<file path="src/rtl/lfsr_pkg.sv">
// Shared LFSR definitions: width limits, maximal-length tap masks for widths 2..32,
// and the Fibonacci next-state helper used by lfsr_stream.
package lfsr_pkg;

   localparam int LFSR_MIN_WIDTH = 2;
   localparam int LFSR_MAX_WIDTH = 32;

   // Bit i of a mask selects state[i] into the feedback XOR.
   localparam logic [1:0]  LFSR_TAPS_2  = 2'h3;
   localparam logic [2:0]  LFSR_TAPS_3  = 3'b110;
   localparam logic [3:0]  LFSR_TAPS_4  = 4'hC;
   localparam logic [4:0]  LFSR_TAPS_5  = 5'h14;
   localparam logic [5:0]  LFSR_TAPS_6  = 6'h30;
   localparam logic [6:0]  LFSR_TAPS_7  = 7'h60;
   localparam logic [7:0]  LFSR_TAPS_8  = 8'hB8;
   localparam logic [8:0]  LFSR_TAPS_9  = 9'h110;
   localparam logic [9:0]  LFSR_TAPS_10 = 10'h240;
   localparam logic [10:0] LFSR_TAPS_11 = 11'h500;
   localparam logic [11:0] LFSR_TAPS_12 = 12'h829;
   localparam logic [12:0] LFSR_TAPS_13 = 13'h100D;
   localparam logic [13:0] LFSR_TAPS_14 = 14'h2015;
   localparam logic [14:0] LFSR_TAPS_15 = 15'h6000;
   localparam logic [15:0] LFSR_TAPS_16 = 16'hD008;
   localparam logic [16:0] LFSR_TAPS_17 = 17'h12000;
   localparam logic [17:0] LFSR_TAPS_18 = 18'h20400;
   localparam logic [18:0] LFSR_TAPS_19 = 19'h40023;
   localparam logic [19:0] LFSR_TAPS_20 = 20'h90000;
   localparam logic [20:0] LFSR_TAPS_21 = 21'h140000;
   localparam logic [21:0] LFSR_TAPS_22 = 22'h300000;
   localparam logic [22:0] LFSR_TAPS_23 = 23'h420000;
   localparam logic [23:0] LFSR_TAPS_24 = 24'hE10000;
   localparam logic [24:0] LFSR_TAPS_25 = 25'h1200000;
   localparam logic [25:0] LFSR_TAPS_26 = 26'h2000023;
   localparam logic [26:0] LFSR_TAPS_27 = 27'h4000013;
   localparam logic [27:0] LFSR_TAPS_28 = 28'h9000000;
   localparam logic [28:0] LFSR_TAPS_29 = 29'h14000000;
   localparam logic [29:0] LFSR_TAPS_30 = 30'h20000029;
   localparam logic [30:0] LFSR_TAPS_31 = 31'h48000000;
   localparam logic [31:0] LFSR_TAPS_32 = 32'h80200003;

   // Callers zero-extend state/taps and truncate the result back to their width.
   function automatic logic [LFSR_MAX_WIDTH-1:0] lfsr_next(
      input logic [LFSR_MAX_WIDTH-1:0] state,
      input logic [LFSR_MAX_WIDTH-1:0] taps
   );
      logic fb;
      fb = ^(state & taps);
      return {state[LFSR_MAX_WIDTH-2:0], fb};
   endfunction

endpackage

</file>
<file path="src/rtl/lfsr_stream_if.sv">
// Valid/ready output stream carrying LFSR words from the generator (master)
// to its consumer (slave).
interface lfsr_stream_if #(
   parameter int WIDTH = 3
) ();

   logic             out_valid;
   logic             out_ready;
   logic [WIDTH-1:0] out;

   modport master (
      output out_valid,
      output out,
      input  out_ready
   );

   modport slave (
      input  out_valid,
      input  out,
      output out_ready
   );

endinterface

</file>
<file path="src/rtl/lfsr_period_cnt.sv">
// Period tracker for lfsr_stream: counts accepted steps since the reference seed
// and captures the count when the sequence returns to it.
module lfsr_period_cnt #(
   parameter int WIDTH = 3
) (
   input  logic             clk,
   input  logic             rst_syn,
   input  logic             accept,
   input  logic             match,
   input  logic             clr,
   output logic             wrap,
   output logic [WIDTH-1:0] period
);

   localparam logic [WIDTH-1:0] ONE = {{(WIDTH-1){1'b0}}, 1'b1};

   logic [WIDTH-1:0] step_cnt_r;

   // A seed load restarts the count but keeps the last measured period visible.
   always_ff @(posedge clk) begin
      if (rst_syn) begin
         step_cnt_r <= {WIDTH{1'b0}};
         period     <= {WIDTH{1'b0}};
         wrap       <= 1'b0;
      end else if (clr) begin
         step_cnt_r <= {WIDTH{1'b0}};
         wrap       <= 1'b0;
      end else if (accept && match) begin
         step_cnt_r <= {WIDTH{1'b0}};
         period     <= step_cnt_r + ONE;
         wrap       <= 1'b1;
      end else if (accept) begin
         step_cnt_r <= step_cnt_r + ONE;
         wrap       <= 1'b0;
      end else begin
         wrap       <= 1'b0;
      end
   end

endmodule

</file>
<file path="src/rtl/lfsr_stream_chk.sv">
// Elaboration-constant sanity checks on lfsr_stream parameters, evaluated in simulation.
module lfsr_stream_chk
   import lfsr_pkg::*;
#(
   parameter int               WIDTH = 3,
   parameter logic [WIDTH-1:0] TAPS  = LFSR_TAPS_3,
   parameter logic [WIDTH-1:0] SEED  = {{(WIDTH-1){1'b0}}, 1'b1}
) (
   input logic clk
);

   always @(posedge clk) begin
      assert (WIDTH >= LFSR_MIN_WIDTH && WIDTH <= LFSR_MAX_WIDTH)
         else $error("lfsr_stream: WIDTH %0d out of range", WIDTH);
      assert (TAPS[WIDTH-1] == 1'b1)
         else $error("lfsr_stream: TAPS must include the top state bit");
      assert (SEED != {WIDTH{1'b0}})
         else $error("lfsr_stream: SEED must be non-zero");
   end

endmodule

</file>
<file path="src/rtl/lfsr_stream.sv">
// Fibonacci LFSR generator with a valid/ready output stream, run-time seed load and
// period measurement. Define LFSR_LOCKUP_RECOVER_EN to replace an all-zero load with SEED.
module lfsr_stream
   import lfsr_pkg::*;
#(
   parameter int               WIDTH = 3,
   parameter logic [WIDTH-1:0] TAPS  = LFSR_TAPS_3,
   parameter logic [WIDTH-1:0] SEED  = {{(WIDTH-1){1'b0}}, 1'b1}
) (
   input  logic               clk,
   input  logic               rst_syn,
   input  logic               en,
   input  logic               load,
   input  logic [WIDTH-1:0]   load_seed,
   lfsr_stream_if.master      stream,
   output logic               wrap,
   output logic [WIDTH-1:0]   period,
   output logic               lockup
);

   logic [WIDTH-1:0] state_r;
   logic [WIDTH-1:0] ref_seed_r;
   logic             valid_r;
   logic [WIDTH-1:0] next_s;
   logic [WIDTH-1:0] seed_eff_s;
   logic             accept_s;
   logic             match_s;

   assign accept_s = valid_r & stream.out_ready;
   assign next_s   = WIDTH'(lfsr_next(LFSR_MAX_WIDTH'(state_r), LFSR_MAX_WIDTH'(TAPS)));
   assign match_s  = (next_s == ref_seed_r);

   assign stream.out       = state_r;
   assign stream.out_valid = valid_r;

`ifdef LFSR_LOCKUP_RECOVER_EN
   always_comb begin
      seed_eff_s = load_seed;
      if (load_seed == {WIDTH{1'b0}}) begin
         seed_eff_s = SEED;
      end else begin
         seed_eff_s = load_seed;
      end
   end

   always_ff @(posedge clk) begin
      if (rst_syn) begin
         lockup <= 1'b0;
      end else begin
         lockup <= load & (load_seed == {WIDTH{1'b0}});
      end
   end
`else
   assign seed_eff_s = load_seed;
   assign lockup     = 1'b0;
`endif

   // Once offered, a word stays valid until taken; en only matters when nothing is pending.
   always_ff @(posedge clk) begin
      if (rst_syn) begin
         state_r    <= SEED;
         ref_seed_r <= SEED;
         valid_r    <= 1'b0;
      end else if (load) begin
         state_r    <= seed_eff_s;
         ref_seed_r <= seed_eff_s;
         valid_r    <= 1'b0;
      end else begin
         if (accept_s) begin
            state_r <= next_s;
         end
         if (valid_r && !accept_s) begin
            valid_r <= 1'b1;
         end else begin
            valid_r <= en;
         end
      end
   end

   lfsr_period_cnt #(
      .WIDTH (WIDTH)
   ) u_period_cnt (
      .clk     (clk),
      .rst_syn (rst_syn),
      .accept  (accept_s),
      .match   (match_s),
      .clr     (load),
      .wrap    (wrap),
      .period  (period)
   );

   lfsr_stream_chk #(
      .WIDTH (WIDTH),
      .TAPS  (TAPS),
      .SEED  (SEED)
   ) u_chk (
      .clk (clk)
   );

endmodule

</file>
<file path="src/flat_wrapper.sv">
// flat-port wrapper written by rule: the top's interface ports become plain ports
module lfsr_stream_flat import lfsr_pkg::*;
#(
   parameter int               WIDTH = 3,
   parameter logic [WIDTH-1:0] TAPS  = LFSR_TAPS_3,
   parameter logic [WIDTH-1:0] SEED  = {{(WIDTH-1){1'b0}}, 1'b1}
)
  (clk, rst_syn, en, load, load_seed, wrap, period, lockup, stream_out_valid, stream_out, stream_out_ready);
  lfsr_stream_if #(.WIDTH(WIDTH)) stream_i ();
  input  logic clk;
  input  logic rst_syn;
  input  logic en;
  input  logic load;
  input  logic [WIDTH-1:0] load_seed;
  output logic wrap;
  output logic [WIDTH-1:0] period;
  output logic lockup;
  output wire logic [$bits(stream_i.out_valid)-1:0] stream_out_valid;
  output wire logic [$bits(stream_i.out)-1:0] stream_out;
  input wire logic [$bits(stream_i.out_ready)-1:0] stream_out_ready;
  assign stream_out_valid = stream_i.out_valid;
  assign stream_out = stream_i.out;
  assign stream_i.out_ready = stream_out_ready;
  lfsr_stream #(.WIDTH(WIDTH), .TAPS(TAPS), .SEED(SEED)) u_core (.clk(clk), .rst_syn(rst_syn), .en(en), .load(load), .load_seed(load_seed), .stream(stream_i), .wrap(wrap), .period(period), .lockup(lockup));
endmodule
</file>
<file path="config.mk">
export PLATFORM = sky130hd
export DESIGN_NAME = lfsr_stream_flat
export DESIGN_NICKNAME = d
export VERILOG_FILES = /design/src/rtl/lfsr_pkg.sv /design/src/rtl/lfsr_stream_if.sv /design/src/rtl/lfsr_period_cnt.sv /design/src/rtl/lfsr_stream_chk.sv /design/src/rtl/lfsr_stream.sv /design/src/flat_wrapper.sv
export SDC_FILE = /design/constraint.sdc
export NUM_CORES = 1
export LEC_CHECK = 0
export CAP_MARGIN = 10
export CORE_MARGIN = 1.5
export CORE_UTILIZATION = 45
export CTS_CLUSTER_DIAMETER = 30
export DETAILED_ROUTE_END_ITERATION = 6
export PLACE_DENSITY = 0.71
export SYNTH_ARGS = -nofsm -noshare
export SYNTH_HDL_FRONTEND = slang
export SYNTH_SLANG_ARGS = --single-unit
export TNS_END_PERCENT = 100
</file>
<file path="constraint.sdc">
create_clock -name clk -period 2.16 [get_ports clk]
set_input_delay 0.432 -clock clk [delete_from_list [all_inputs] [get_ports clk]]
set_output_delay 0.432 -clock clk [all_outputs]
set_load 0.05 [all_outputs]
</file>
==> implementation parameters <==
Parameter                              Value

Outcome
  Result of the run ... complete, no violations

Final layout
  Synthesis-to-layout area growth ... 29.0%
  Ant. Diodes ... 0
  Filler cell count ... 121
  Fraction of layout instances using a drive strength above 1 ... 0.118
  Area taken by flip-flops and latches ... 280 um2
  Layout Nets ... 96
  Area of the multi-input gates ... 357 um2
  Final cell utilization of the core ... 0.638

Global route
  Largest net degree at the start of global routing ... 15
  Global route total overflow ... 0
  Antenna violations before repair ... 0
  Vias in the first global route ... 424
  Wire length of the first global-routing pass ... 1.90 mm
  GR Util All Layers ... 0.180

Synth
  Proportion of netlist area held by the largest area contributor ... 0.425
  Post-Synthesis Cell Area ... approximately 660 um2
  Cell type with the largest total area after synthesis ... dfxtp_1
  Count of mapped cells out of synthesis ... 68
  Post-synthesis cell type count ... 26
  Sequential area share after synthesis ... 0.425
  Dominant synthesized flop cell ... dfxtp_1
  Asr flop ratio synth ... 0
  Top cell types by occurrence after synthesis ... dfxtp_1 (14), nor2_1 (7), xor2_1 (5)
  Mean post-synth cell area ... 9.70 um2
  Number of enable flip-flop cells after synthesis ... 0
  Synthesized netlist net count ... 77
  Dominant cell by count in the synthesized netlist ... dfxtp_1
  Yosys warning count ... 0
  Flip-flop and latch count after synthesis ... 14
  Most area-consuming cells after synthesis ... dfxtp_1 (43%), xor2_1 (6.6%), mux2i_1 (6.1%)

Timing
  Post-route setup slack ... 0.150 ns
  Unrepaired setup endpoints after global routing ... no
  Number of setup violations in the final report ... 0
  Final min period ... ~2.0 ns
  Final Skew ... 0.00475 ns
  Top achievable clock speed ... between 400 and 500 MHz
  Headroom to the max-slew limit ... 0.661
  Part of the cycle the worst path needs ... 0.931
  Setup TNS Final ... 0 ns
  Number of max-slew violations in the final report ... 0
  Final hold violation count ... 0
  Slew at the pin closest to its max-slew limit ... 0.502 ns

Drt
  Vias per cell ... about 5.1
  Antenna Nets Post-Route ... 0
  Remaining routing DRC violations ... 0
  Pre-antenna DRT Iters ... 4
  Total number of vias ... 509
  Total Routed Length ... about 1.3 mm
  Avg WL per Cell ... 12.7 um
  First-iteration detailed-routing DRC count ... 10

Die
  Die area ... between 1500 and 2000 um2
  Width of the die ... 41.3 um
  Total I/O pin count ... 17
  Vertical die dimension ... between 40 and 50 um
  CORE AREA ... around 1300 um2
  Initial core utilization ... 0.494
  Number of placement rows ... 13

Power
  Maximum VDD drop ... 0.313 mV
  Post-layout total power ... 0.000524 W
  Cell area power density ... 615 nW/um2
  Pleak ... roughly 0.35 nW

CTS
  H-Tree Level Count ... 1
  Total clock buffers created by CTS ... 3
  TritonCTS clock tree ... yes
  Cts-stage hold buffer count ... 0
  Post-CTS Repair Setup Buffers ... 0
  Clock root buffer master ... clkbuf_4
  Clock buffer depth ... 2
  Number of sinks driven by the clock tree ... 14
  Clock insertion delay at the later pin of the skew report ... 0.28 ns
  Number of gates resized after cts ... 0
  Reg clk slew, reported paths ... 0.09 ns

Place
  Number of port buffers ... 15
  Total half-perimeter wirelength after legalization and detailed placement ... 899 um
  Placement Setup Slack ... 0.192 ns
  Placer congestion estimate ... 0.710

Worst setup path
  Kind of cell with the highest combined delay on the critical path ... buffers and inverters
  Critical path's slowest cell ... clkdlybuf4s50_1
  Worst setup EP type ... output pin
  Flop2flop setup slack ... 0.38 ns
  Arrival time reported for the critical path endpoint ... 1.58 ns
  Launching element type of the critical path ... flip-flop
  Reg-to-reg startpoint ... u_core.stream.out[1]$_SDFFE_PP0P_
  Critical path class ... flip-flop to output pin
  Critical path peak fanout ... 6
  Sequence of cells on the critical path ... clkdlybuf4s50_1
  Worst stage delay on the critical path ... ~0.84 ns
  Data required time of the worst path ... 1.73 ns
  Logic depth of the worst register-to-register path ... 3
  Endpoint of the lowest-slack register-to-register path ... u_core.u_period_cnt.period[2]$_SDFFE_PP0P_
  Buffers plus inverters on the worst setup path ... 1

Hold path
  Worst Hold Path EP ... u_core.ref_seed_r[0]$_SDFFE_PP1P_
  Path category of the worst min-delay check ... flip-flop to flip-flop
  Cell count of the worst hold path ... 2
  Min-Delay Startpoint ... u_core.ref_seed_r[0]$_SDFFE_PP1P_

Job
  Max-cap viol count ... 0
-- cells by family (layout without fill, tap and decap cells) --
group / after synthesis / count (layout) / synth area share
AND/OR/NAND/NOR: 26 / 26 / 0.230
multiplexers: 6 / 6 / 0.0949
flip-flops: 14 / 14 / 0.425
AO/OA/AOI/OAI: 8 / 8 / 0.0740
other: 1 / 1 / 0.00569
adder cells (fa/ha/maj): 1 / 1 / 0.0190
XOR/XNOR: 7 / 7 / 0.118
buffers and inverters: 5 / 22 / 0.0342
-- flip-flops by register name, summed over array words and instances, names as in the netlist --
name / cells
u_core.u_period_cnt.wrap: 1
u_core.u_period_cnt.period: 3
u_core.ref_seed_r: 3
u_core.stream.out_valid: 1
u_core.stream.out: 3
u_core.u_period_cnt.step_cnt_r: 3
-- how the worst max path moves through the flow --
| stage | startpoint | end | slack, ns | cells past startpoint |
|---|---|---|---|---|
| 6_report | u_core.stream.out[1]$_SDFFE_PP0P_ | stream_out[1] | 0.15 | 1 |
| 4_1_cts | u_core.stream.out[1]$_SDFFE_PP0P_ | stream_out[1] | 0.14 | 1 |
| 5_1_grt | u_core.stream.out_valid$_SDFF_PP0_ | stream_out_valid | 0.07 | 1 |
| 3_3_place_gp | stream_out_ready | u_core.u_period_cnt.step_cnt_r[0]$_SDFFE_PP0P_ | 0.23 | 4 |
| 3_5_place_dp | stream_out_ready | u_core.u_period_cnt.step_cnt_r[2]$_SDFFE_PP0P_ | 0.19 | 4 |
| 2_1_floorplan | u_core.stream.out[1]$_SDFFE_PP0P_ | u_core.u_period_cnt.period[0]$_SDFFE_PP0P_ | 0.12 | 3 |
-- cell usage in the layout (no fill, tap or decap) --
cell and instances:
xor3_2 1, and3_2 1, and3_1 1, buf_4 2, mux2i_1 4, xnor2_1 1, clkdlybuf4s50_1 15, nand3_1 2
o41ai_1 1, dfxtp_1 14, nand2b_1 2, mux2_2 2, nand2_1 2, ha_1 1, a21oi_1 3, nor2_1 7
conb_1 1, or4_1 1, inv_1 2, nor3_1 4, nor2b_1 4, nor4_4 1, xor2_1 5, nand3b_1 1
a211oi_1 2, o21ai_0 2, clkbuf_4 3
-- layout make-up --
cell class	count	area share
flip-flops and latches	14	0.329
well taps	15	0.0221
multi-input cells	49	0.419
inverters	2	0.00882
clock buffers	3	0.0265
repair buffers	17	0.194
-- where the power goes --
part | internal, W | leakage, nW | switching [W]
clock network | 0.0000646 | 0.0138 | 0.0000832
registers | 0.000267 | 0.114 | 0.0000102
logic | 0.0000423 | 0.221 | 0.0000562
total | 0.000374 | 0.349 | 0.000150
-- metrics by stage --
step	std cells	instance area, um2	hold slack, ns
2_1_floorplan	68	659	0.437
3_3_place_gp	97	828	0.458
3_5_place_dp	97	828	0.465
4_1_cts	100	851	0.478
5_1_grt	100	851	0.499
6_report	100	851	0.469
-- per-layer routing --
metal  up-vias  part of all wire  global-route usage
met5         -                 0                   0
met4         0             0.010               0.121
met3         2             0.035              0.0489
met2        12              0.40               0.234
met1       229              0.55               0.252
li1        266                 -                   -
Power figures use the tool's default switching activity.
